$ cat config.mk
export PLATFORM = sky130hd
export DESIGN_NAME = tlb_ptw
export DESIGN_NICKNAME = d
export VERILOG_FILES = /design/src/rtl/tlb_ptw.sv
export SDC_FILE = /design/constraint.sdc
export NUM_CORES = 1
export LEC_CHECK = 0
export ABC_AREA = 0
export CORE_AREA = 4 4 110 112
export CTS_CLUSTER_DIAMETER = 60
export DETAILED_ROUTE_END_ITERATION = 10
export DIE_AREA = 0 0 114 116
export GPL_TIMING_DRIVEN = 0
export PLACE_DENSITY = 0.65
export SLEW_MARGIN = 10
export SYNTH_ARGS = -nofsm -noshare
export SYNTH_HDL_FRONTEND = slang
export SYNTH_SLANG_ARGS = --single-unit
$ cat constraint.sdc
create_clock -name i_clk -period 4.33 [get_ports i_clk]
set_input_delay 0.433 -clock i_clk [delete_from_list [all_inputs] [get_ports i_clk]]
set_output_delay 0.433 -clock i_clk [all_outputs]
set_load 0.02 [all_outputs]
$ cat src/rtl/tlb_ptw.sv
`default_nettype none
// ============================================================================
// Module   : tlb_ptw
// Brief    : Sv32 page-table walker; resolves a TLB miss into one TLB fill or a fault.
// Revision : 1.0
// ============================================================================
module tlb_ptw #(
    parameter int TLB_WIDTH = 52,
    parameter int TLB_DEPTH = 32,
    parameter int PA_WIDTH  = 34
) (
    input  logic                         i_clk,
    input  logic                         i_rst_n,
    input  logic                         i_miss_req,
    input  logic [19:0]                  i_miss_vpn,
    input  logic [21:0]                  i_satp_ppn,
    input  logic                         i_flush,
    output logic                         o_mem_req,
    output logic [PA_WIDTH-1:0]          o_mem_addr,
    input  logic                         i_mem_ack,
    input  logic [31:0]                  i_mem_rdata,
    input  logic                         i_mem_err,
    output logic                         o_tlb_we,
    output logic [$clog2(TLB_DEPTH)-1:0] o_tlb_waddr,
    output logic [TLB_WIDTH-1:0]         o_tlb_wdata,
    output logic                         o_busy,
    output logic                         o_walk_done,
    output logic                         o_page_fault,
    output logic                         o_access_fault
);

    localparam int VP_W = $clog2(TLB_DEPTH);
    localparam logic [VP_W-1:0] c_LAST_SLOT = VP_W'(TLB_DEPTH - 1);

    localparam logic [2:0] c_IDLE  = 3'd0;
    localparam logic [2:0] c_L1    = 3'd1;
    localparam logic [2:0] c_L0    = 3'd2;
    localparam logic [2:0] c_FILL  = 3'd3;
    localparam logic [2:0] c_FAULT = 3'd4;

    logic [2:0]      r_state;
    logic [2:0]      w_next;
    logic [19:0]     r_vpn;
    logic [31:1]     r_pte;
    logic [21:0]     r_ppn;
    logic [VP_W-1:0] r_victim;
    logic            r_acc_fault;
    logic            w_acc_fault;
    logic            w_pte_valid;
    logic            w_pte_leaf;
    logic            w_pte_misal;

    // Reserved W-without-R encoding is treated exactly like an invalid PTE.
    assign w_pte_valid = i_mem_rdata[0] && !(i_mem_rdata[2] && !i_mem_rdata[1]);
    assign w_pte_leaf  = i_mem_rdata[1] || i_mem_rdata[3];
    assign w_pte_misal = |i_mem_rdata[19:10];

    always_ff @(posedge i_clk or negedge i_rst_n) begin
        if (!i_rst_n) begin
            r_state <= c_IDLE;
        end else begin
            r_state <= w_next;
        end
    end

    always_comb begin
        w_next      = r_state;
        w_acc_fault = 1'b0;
        case (r_state)
            c_IDLE: begin
                if (i_miss_req) w_next = c_L1;
            end
            c_L1: begin
                if (i_mem_ack) begin
                    if (i_mem_err) begin
                        w_next      = c_FAULT;
                        w_acc_fault = 1'b1;
                    end else if (!w_pte_valid) begin
                        w_next = c_FAULT;
                    end else if (w_pte_leaf) begin
                        w_next = w_pte_misal ? c_FAULT : c_FILL;
                    end else begin
                        w_next = c_L0;
                    end
                end
            end
            c_L0: begin
                if (i_mem_ack) begin
                    if (i_mem_err) begin
                        w_next      = c_FAULT;
                        w_acc_fault = 1'b1;
                    end else if (!w_pte_valid || !w_pte_leaf) begin
                        w_next = c_FAULT;
                    end else begin
                        w_next = c_FILL;
                    end
                end
            end
            default: w_next = c_IDLE;
        endcase
        if (i_flush) w_next = c_IDLE;
    end

    always_ff @(posedge i_clk or negedge i_rst_n) begin
        if (!i_rst_n) begin
            r_vpn       <= '0;
            r_pte       <= '0;
            r_ppn       <= '0;
            r_victim    <= '0;
            r_acc_fault <= 1'b0;
        end else begin
            if (i_flush) begin
                r_victim <= '0;
            end else if (r_state == c_FILL) begin
                r_victim <= (r_victim == c_LAST_SLOT) ? '0 : r_victim + 1'b1;
            end
            if (r_state == c_IDLE && i_miss_req && !i_flush) begin
                r_vpn <= i_miss_vpn;
            end
            if (i_mem_ack && (r_state == c_L1 || r_state == c_L0)) begin
                r_pte <= i_mem_rdata[31:1];
                // Superpage leaves splice the low VPN bits into the PPN.
                r_ppn <= (r_state == c_L1) ? {i_mem_rdata[31:20], r_vpn[9:0]}
                                           : i_mem_rdata[31:10];
            end
            if (w_next == c_FAULT) begin
                r_acc_fault <= w_acc_fault;
            end
        end
    end

    always_comb begin
        o_mem_req      = 1'b0;
        o_mem_addr     = '0;
        o_tlb_we       = 1'b0;
        o_tlb_wdata    = '0;
        o_walk_done    = 1'b0;
        o_page_fault   = 1'b0;
        o_access_fault = 1'b0;
        o_busy         = (r_state != c_IDLE);
        o_tlb_waddr    = r_victim;
        case (r_state)
            c_L1: begin
                o_mem_req  = 1'b1;
                o_mem_addr = PA_WIDTH'({i_satp_ppn, r_vpn[19:10], 2'b00});
            end
            c_L0: begin
                o_mem_req  = 1'b1;
                o_mem_addr = PA_WIDTH'({r_pte[31:10], r_vpn[9:0], 2'b00});
            end
            c_FILL: begin
                // A flush arriving in the fill cycle wins over the write.
                o_tlb_we    = !i_flush;
                o_walk_done = !i_flush;
                o_tlb_wdata = TLB_WIDTH'({r_vpn, r_ppn, r_pte[9:1], 1'b1});
            end
            c_FAULT: begin
                o_walk_done    = !i_flush;
                o_access_fault = !i_flush && r_acc_fault;
                o_page_fault   = !i_flush && !r_acc_fault;
            end
            default: ;
        endcase
    end

endmodule
`default_nettype wire

==> PnR_summary.wiki, run 1 <==
{| class="wikitable"
! Metric !! Value
|-
| Part of the power in combinational logic || 23.5%
|-
| # nets final || 596
|-
| Status || completed
|-
| Startpoint Class || register
|-
| Total Routed Length || 11.68 mm
|-
| Cell chosen for the clock root || clkbuf_16
|-
| Number of CTS-inserted buffers || 9
|-
| Buffers from clock root to sink, at most || 2
|-
| Cell Int Power || 1616 uW
|-
| Setup Total Neg Slack || 0 ns
|-
| Unrepaired setup endpoints after global routing || no
|-
| Slack of the worst reg-to-reg path || 2.47 ns
|-
| Peak supply drop || 0.0001832 V
|-
| Maximum net fanout on the critical path || 10
|-
| Instance count along the most critical hold path || 3
|-
| Ys Warns || 0
|-
| Via count of the first global-routing pass || 3451
|-
| Worst Hold Endpoint || r_state[1]$_DFF_PN0_
|-
| Sum of internal, switching and leakage power || 2197 uW
|-
| Number of input and output port buffers inserted || 173
|-
| Worst hold path class || in2reg
|-
| I/O pin count || 177
|-
| TritonCTS clock tree || done
|-
| Initial antenna violation count || 0
|-
| Met1 layer usage reported by global route || 22.09%
|-
| Sw Pwr || 581.1 uW
|-
| Final worst-path cycle share || 70.28%
|-
| Routed wirelength normalized by instance count || 17.65 um
|-
| Fin util || 53.99%
|-
| Met3 GRT Util || 6.162%
|-
| Total die area || 0.01322 mm^2
|-
| Register area share after synthesis || 45.99%
|-
| Die Y-Extent || 116 um
|-
| Core box area || 0.01122 mm^2
|-
| Actual transition at the worst max-transition pin || 0.5833 ns
|-
| Synthesized area per cell || 11.65 um^2
|-
| Fraction of layout instances using a drive strength above 1 || 18.30%
|-
| First DRT Iteration DRCs || 85
|-
| Clock-pin slew of the registers on the worst-case setup and hold paths || 0.05 ns
|-
| Most used routing layer in global routing || met2
|-
| Power per standard cell area || 362.6 mW/mm^2
|-
| CP Data Required Time || 3.90 ns
|-
| TritonCTS Sinks || 70
|-
| Post-route clock skew || 0.006674 ns
|-
| Net switching fraction of the power || 26.45%
|-
| Placed Cells || 645
|-
| Initial standard-cell utilization of the core || 33.94%
|-
| Number of nets still failing antenna checks after routing || 0
|-
| Start point of the worst hold path || i_mem_ack
|-
| Worst setup startpoint || r_state[2]$_DFF_PN0_
|-
| Number of H-tree branching levels || 3
|-
| Non-filler cells, final || 662
|-
| Total leakage power || 0.002654 uW
|-
| Number of register bits inferred by synthesis || 70
|-
| Highest clock rate || 328.6 MHz
|-
| Part of the total power dissipated in the clock network || 33.3%
|-
| Endpoint class of the critical path || output port
|-
| Largest net degree at the start of global routing || 58
|-
| Count of vias placed by the detailed router || 3205
|-
| Routability cong. || 0.7716
|-
| Cell count after synthesis || 327
|-
| First-pass iteration count of the detailed router || 4
|-
| Number of distinct library cells after synthesis || 40
|-
| GR Util All Layers || 17.60%
|-
| Source-to-sink clock delay at the later pin of the worst-skew pair || 0.33 ns
|-
| Floorplan row count || 39
|-
| Worst r2r path cells || 6
|-
| Origin of the critical flop-to-flop path || r_state[1]$_DFF_PN0_
|-
| Detailed Place HPWL || 9.054 mm
|-
| Gates resized, CTS repair || 0
|-
| Fraction of met2 tracks used by global routing || 29.59%
|-
| Critical setup path kind || reg2out
|-
| Worst slew margin relative to its limit || 60.75%
|-
| Total global routing overflow || 0
|-
| Sequential cell fraction of total power || 43.2%
|-
| Final-report hold violation count || 0
|-
| Number of diodes || 0
|-
| Arrival time of data at the critical path endpoint || 2.61 ns
|-
| Vias/cell || 4.841
|-
| Setup-failing EPs final || 0
|-
| Layout Area Growth over Synthesis || 59.10%
|-
| Number of filler instances in the final layout || 1031
|-
| Slew Limit Fails || 0
|-
| Clock period minus worst slack || 3.043 ns
|-
| First-pass GRT wire length || 18.05 mm
|-
| Max-cap viol count || 0
|-
| Reg-to-Reg End || r_vpn[14]$_DFFE_PN0P_
|-
| Total DRC errors in the routed layout || 0
|-
| Die X || 114 um
|-
| Post-synthesis instance area || 0.003809 mm^2
|}
==> cell type report <==
class                      count  area, um^2  area share [%]
buffer                        28       168.9           2.788
clock buffer                  11       242.7           4.006
clock inverter                 5       58.81          0.9705
inverter                       3       11.26          0.1858
multi-input combinational    227        1881           31.03
sequential                    70        1752           28.91
tap                          143       178.9           2.953
timing repair buffer         175        1767           29.16
==> sequential cells by signal, indices dropped and copies added, names as in the netlist <==
name / count
r_vpn: 20
r_ppn: 10
r_acc_fault: 1
r_state: 3
o_tlb_waddr: 5
r_pte: 31
==> worst max path at each step <==
stage | end | slack [ns] | cells after the start
2_1_floorplan | o_walk_done | 2.42 | 6
3_3_place_gp | r_vpn[17]$_DFFE_PN0P_ | 0.31 | 1
3_5_place_dp | o_tlb_wdata[15] | 1.57 | 7
4_1_cts | o_tlb_wdata[15] | 1.21 | 7
5_1_grt | o_tlb_wdata[14] | 1.04 | 7
6_report | o_tlb_wdata[15] | 1.29 | 7
==> power by group through the flow <==
stage          clock network [uW]  registers [uW]  logic (uW)
2_1_floorplan                   0             913         334
3_3_place_gp                    0             951         504
3_5_place_dp                    0             959         519
4_1_cts                       750             949         523
5_1_grt                       781             972         559
6_report                      732             949         515
==> metal layers <==
layer / vias to the layer above / share of wire (%)
met5: - / 0
met4: 0 / 0.71
met3: 9 / 7.9
met2: 101 / 48
met1: 1560 / 43
li1: 1535 / -
==> timing repair <==
action	in CTS	in global routing
endpoints found under the hold margin	13	0
setup buffers	0	0
endpoints found under the setup margin	0	0
hold buffers	1	0
==> cells by family (layout without fill, tap and decap cells) <==
| logic type | Yosys count | count (layout) | synth area share, % |
|---|---|---|---|
| AOI/OAI and AO/OA | 63 | 63 | 12.09 |
| xor gates and xnor gates | 1 | 1 | 0.2300 |
| adders and majority gates | 2 | 2 | 0.6569 |
| buffers and inverters | 31 | 222 | 4.731 |
| DFF | 70 | 70 | 45.99 |
| muxes | 61 | 61 | 20.57 |
| other | 1 | 2 | 0.09846 |
| and+or+nand+nor | 98 | 98 | 15.64 |
==> Yosys cell counts <==
library cell	number	share of area, %
a211o_1	1	0.23
a21oi_1	7	0.92
a21oi_2	1	0.23
a22o_1	32	7.4
a22oi_1	1	0.20
a31oi_1	3	0.49
and2_1	51	8.4
and3_1	2	0.33
and4b_1	1	0.26
buf_2	9	1.2
buf_4	8	1.6
buf_6	3	0.89
clkbuf_1	8	0.79
conb_1	1	0.098
dfrtp_1	70	46
ha_1	2	0.66
inv_1	3	0.30
mux2_2	22	6.5
mux2_4	29	11
mux2i_1	10	2.6
nand2_1	16	1.6
nand2_4	1	0.30
nand3_1	2	0.26
nand3b_1	1	0.20
nand3b_4	1	0.53
nor2_1	9	0.89
nor2_2	1	0.16
nor2b_1	3	0.49
nor3_1	2	0.26
nor3b_2	1	0.33
nor3b_4	1	0.49
nor4_1	2	0.33
nor4b_1	1	0.23
nor4bb_1	1	0.26
o211ai_2	1	0.33
o21ai_0	16	2.1
o221ai_1	1	0.23
or3_1	1	0.16
or4_1	1	0.20
xnor2_1	1	0.23
==> per-stage QoR <==
step | hold WS (ns) | setup slack (ns) | instance area (um^2)
finish | 0.4596 | 1.287 | 6060
global route | 0.4663 | 1.037 | 6060
CTS | 0.4500 | 1.213 | 6060
detailed placement | 0.3061 | 1.569 | 5748
global placement | 0.4541 | 0.3082 | 5723
floorplan | 0.1374 | 2.421 | 3812
==> worst max-delay path, stage by stage (launching register included) <==
cell,delay (ns)
dfrtp_1,0.35
buf_2,0.18
nand3b_4,0.22
inv_1,0.09
buf_2,0.25
clkbuf_1,0.36
and2_1,0.18
clkdlybuf4s50_1,0.64
==> cells in the final DEF, fill, tap and decap left out, types with 7 or more instances in the layout <==
cell	count
clkdlybuf4s50_1	172
dfrtp_1	70
and2_1	51
a22o_1	32
mux2_4	29
mux2_2	22
o21ai_0	16
nand2_1	16
mux2i_1	10
buf_2	9
buf_4	9
clkbuf_1	9
nor2_1	9
clkbuf_16	9
a21oi_1	7
Power figures use the tool's default switching activity.
==> run 2: changes to the inputs <==
PLACE_DENSITY = 0.67   (was 0.65)
clock period = 2.5 ns   (was 4.33 ns; I/O delays follow)
==> PnR_summary.wiki, run 2 (synthesis gave the netlist of run 1 again) <==
{| class="wikitable"
! Metric !! Value
|-
| Reg-to-Reg End || r_vpn[18]$_DFFE_PN0P_
|-
| First DRT Iteration DRCs || 121
|-
| Max-cap viol count || 0
|-
| CP Data Required Time || 2.25 ns
|-
| Top Registers || r_pte (31), r_vpn (20), r_ppn (10)
|-
| Status || completed
|-
| Peak supply drop || 0.0003344 V
|-
| Number of H-tree branching levels || 3
|-
| I/O pin count || 177
|-
| Number of flip-flops under the largest register name || 31
|-
| TritonCTS clock tree || done
|-
| Initial standard-cell utilization of the core || 33.94%
|-
| Die Y-Extent || 116 um
|-
| Critical setup path kind || reg2out
|-
| Register bank with the most flops || r_pte
|-
| Part of the power in combinational logic || 21.9%
|-
| First-pass iteration count of the detailed router || 4
|-
| Number of input and output port buffers inserted || 173
|-
| TritonCTS Sinks || 70
|-
| Delay-heaviest family, CP || buffers and inverters
|-
| Final worst-path cycle share || 95.52%
|-
| Source-to-sink clock delay at the later pin of the worst-skew pair || 0.33 ns
|-
| Most common cell after layout, fill and taps aside || clkdlybuf4s50_1
|-
| Post-route clock skew || 0.006994 ns
|-
| Count of vias placed by the detailed router || 3207
|-
| Sequential cell fraction of total power || 40.9%
|-
| Slew Limit Fails || 0
|-
| Initial antenna violation count || 0
|-
| Max stage delay cell, worst path || clkdlybuf4s50_1
|-
| Final-report hold violation count || 0
|-
| GR Util All Layers || 17.73%
|-
| Setup Total Neg Slack || 0 ns
|-
| Slack of the worst reg-to-reg path || 0.64 ns
|-
| Number of CTS-inserted buffers || 9
|-
| Total DRC errors in the routed layout || 0
|-
| Origin of the critical flop-to-flop path || r_state[1]$_DFF_PN0_
|-
| Core box area || 0.01122 mm^2
|-
| Worst Slack Setup Final || 0.1120 ns
|-
| Via count of the first global-routing pass || 3416
|-
| Cells along the critical path || buf_2 -> nand3b_4 -> inv_1 -> buf_4 -> and2_1 -> clkdlybuf4s50_1
|-
| Maximum net fanout on the critical path || 10
|-
| Timing endpoint of the critical path || o_tlb_wdata[51]
|-
| Total global routing overflow || 0
|-
| Cell chosen for the clock root || clkbuf_16
|-
| Total die area || 0.01322 mm^2
|-
| Total leakage power || 0.003372 uW
|-
| First-pass GRT wire length || 18.24 mm
|-
| Layout Area Growth over Synthesis || 61.73%
|-
| Clock period minus worst slack || 2.388 ns
|-
| Worst hold path class || in2reg
|-
| Number of nets still failing antenna checks after routing || 0
|-
| Critical path depth in cells || 6
|-
| Actual transition at the worst max-transition pin || 0.5613 ns
|-
| Sw Pwr || 1025 uW
|-
| Routability cong. || 0.7392
|-
| Worst r2r path cells || 6
|-
| Arrival time of data at the critical path endpoint || 2.14 ns
|-
| Buffers from clock root to sink, at most || 2
|-
| Vias/cell || 4.823
|-
| Number of diodes || 0
|-
| Endpoint class of the critical path || output port
|-
| Startpoint Class || register
|-
| Fraction of layout instances using a drive strength above 1 || 19.92%
|-
| Detailed Place HPWL || 8.917 mm
|-
| Routed wirelength normalized by instance count || 17.87 um
|-
| Worst setup slack before clock tree synthesis || -0.09308 ns
|-
| Commonest cells after routing, fill and taps aside || clkdlybuf4s50_1 (97), dfrtp_1 (70), and2_1 (51), dlygate4sd2_1 (51), a22o_1 (32)
|-
| Number of filler instances in the final layout || 1030
|-
| Worst setup startpoint || r_state[2]$_DFF_PN0_
|-
| Reg area || 0.001752 mm^2
|-
| Power per standard cell area || 651.3 mW/mm^2
|-
| Highest clock rate || 418.8 MHz
|-
| Total Routed Length || 11.88 mm
|-
| Unrepaired setup endpoints after global routing || no
|-
| Maximum cell stage delay along the critical path || 0.61 ns
|-
| Setup-failing EPs final || 0
|-
| Combined buffer and inverter count along the critical path || 4
|-
| Net switching fraction of the power || 25.55%
|-
| Largest net degree at the start of global routing || 58
|-
| Multi-input combinational cell area || 0.001881 mm^2
|-
| Clock-pin slew of the registers on the worst-case setup and hold paths || 0.06 ns
|-
| # nets final || 599
|-
| Worst slew margin relative to its limit || 62.23%
|-
| Part of the total power dissipated in the clock network || 37.2%
|-
| Floorplan row count || 39
|-
| Cell Int Power || 2987 uW
|-
| Die X || 114 um
|}
==> run 2: changes by cell type in the layout (fill, tap and decap cells not counted), sizes merged, moves of 2 or more <==
cell	before	now
clkinvlp	2	0
bufinv	1	3
clkdlybuf4s50	172	97
dlygate4sd2	0	51
dlymetal6s2s	0	24
buf	22	25
==> run 2: through the flow <==
stage / hold WS [ns] / area (um^2) / util [%] / std cells / total power (uW)
global route: 0.2849 / 6160 / 54.88 / 665 / 4215
finish: 0.2820 / 6160 / 54.88 / 665 / 4012
global placement: 0.4547 / 5723 / 50.99 / 644 / 2517
detailed placement: 0.1283 / 5748 / 51.22 / 645 / 2553
floorplan: -0.04559 / 3812 / - / 328 / 2159
CTS: 0.2591 / 6097 / 54.33 / 665 / 4070
==> run 2: worst min-delay path by stage <==
| stage | start | end | slack [ns] | cells past startpoint |
|---|---|---|---|---|
| final | i_mem_ack | r_state[1]$_DFF_PN0_ | 0.28 | 3 |
| after detailed placement | i_rst_n | o_tlb_waddr[0]$_DFFE_PN0P_ | 0.13 | 1 |
| after global routing | i_mem_ack | r_state[1]$_DFF_PN0_ | 0.28 | 3 |
| after floorplan | i_rst_n | o_tlb_waddr[0]$_DFFE_PN0P_ | -0.05 | 0 |
| after CTS | i_mem_ack | r_state[1]$_DFF_PN0_ | 0.26 | 3 |
| after global placement | r_ppn[9]$_DFFE_PN0P_ | r_ppn[9]$_DFFE_PN0P_ | 0.45 | 2 |
==> run 2: layer usage <==
| metal | GRT usage [%] | vias up | part of all wire [%] | wire length, um |
|---|---|---|---|---|
| met4 | 4.276 | 0 | 0.77 | 92 |
| met5 | 0 | - | 0 | 0 |
| li1 | - | 1540 | - | - |
| met2 | 30.05 | 104 | 50 | 5902 |
| met3 | 5.117 | 7 | 7.1 | 838 |
| met1 | 22.42 | 1556 | 42 | 5046 |
==> run 2: power by group through the flow <==
stage | sequential (uW) | clock (uW) | combinational, uW
floorplan | 1580 | 0 | 578
global placement | 1650 | 0 | 871
detailed placement | 1660 | 0 | 894
CTS | 1640 | 1530 | 894
global route | 1690 | 1580 | 949
finish | 1640 | 1490 | 877
==> run 2: area by class of cell <==
type	count	share of cell area, %
clock buffer	10	3.880
tap	143	2.905
buffer	28	3.311
clock inverter	6	1.767
timing repair buffer	178	28.99
sequential	70	28.44
inverter	3	0.1828
multi-input combinational	227	30.53
==> run 2: what timing repair did <==
action                                 in CTS  in global routing
hold buffers                                1                  0
resized for setup                          66                 26
buffers inserted                            3                  0
setup endpoints to repair                  84                 30
pin swaps                                   1                  0
endpoints found under the hold margin      13                  0
==> run 2: worst reg2reg max path: stages (launching register included) <==
cell      delay (ns)
dfrtp_1         0.36
buf_4           0.16
nor2_1          0.20
nand3b_1        0.14
nor2_1          0.26
buf_4           0.26
mux2_2          0.35
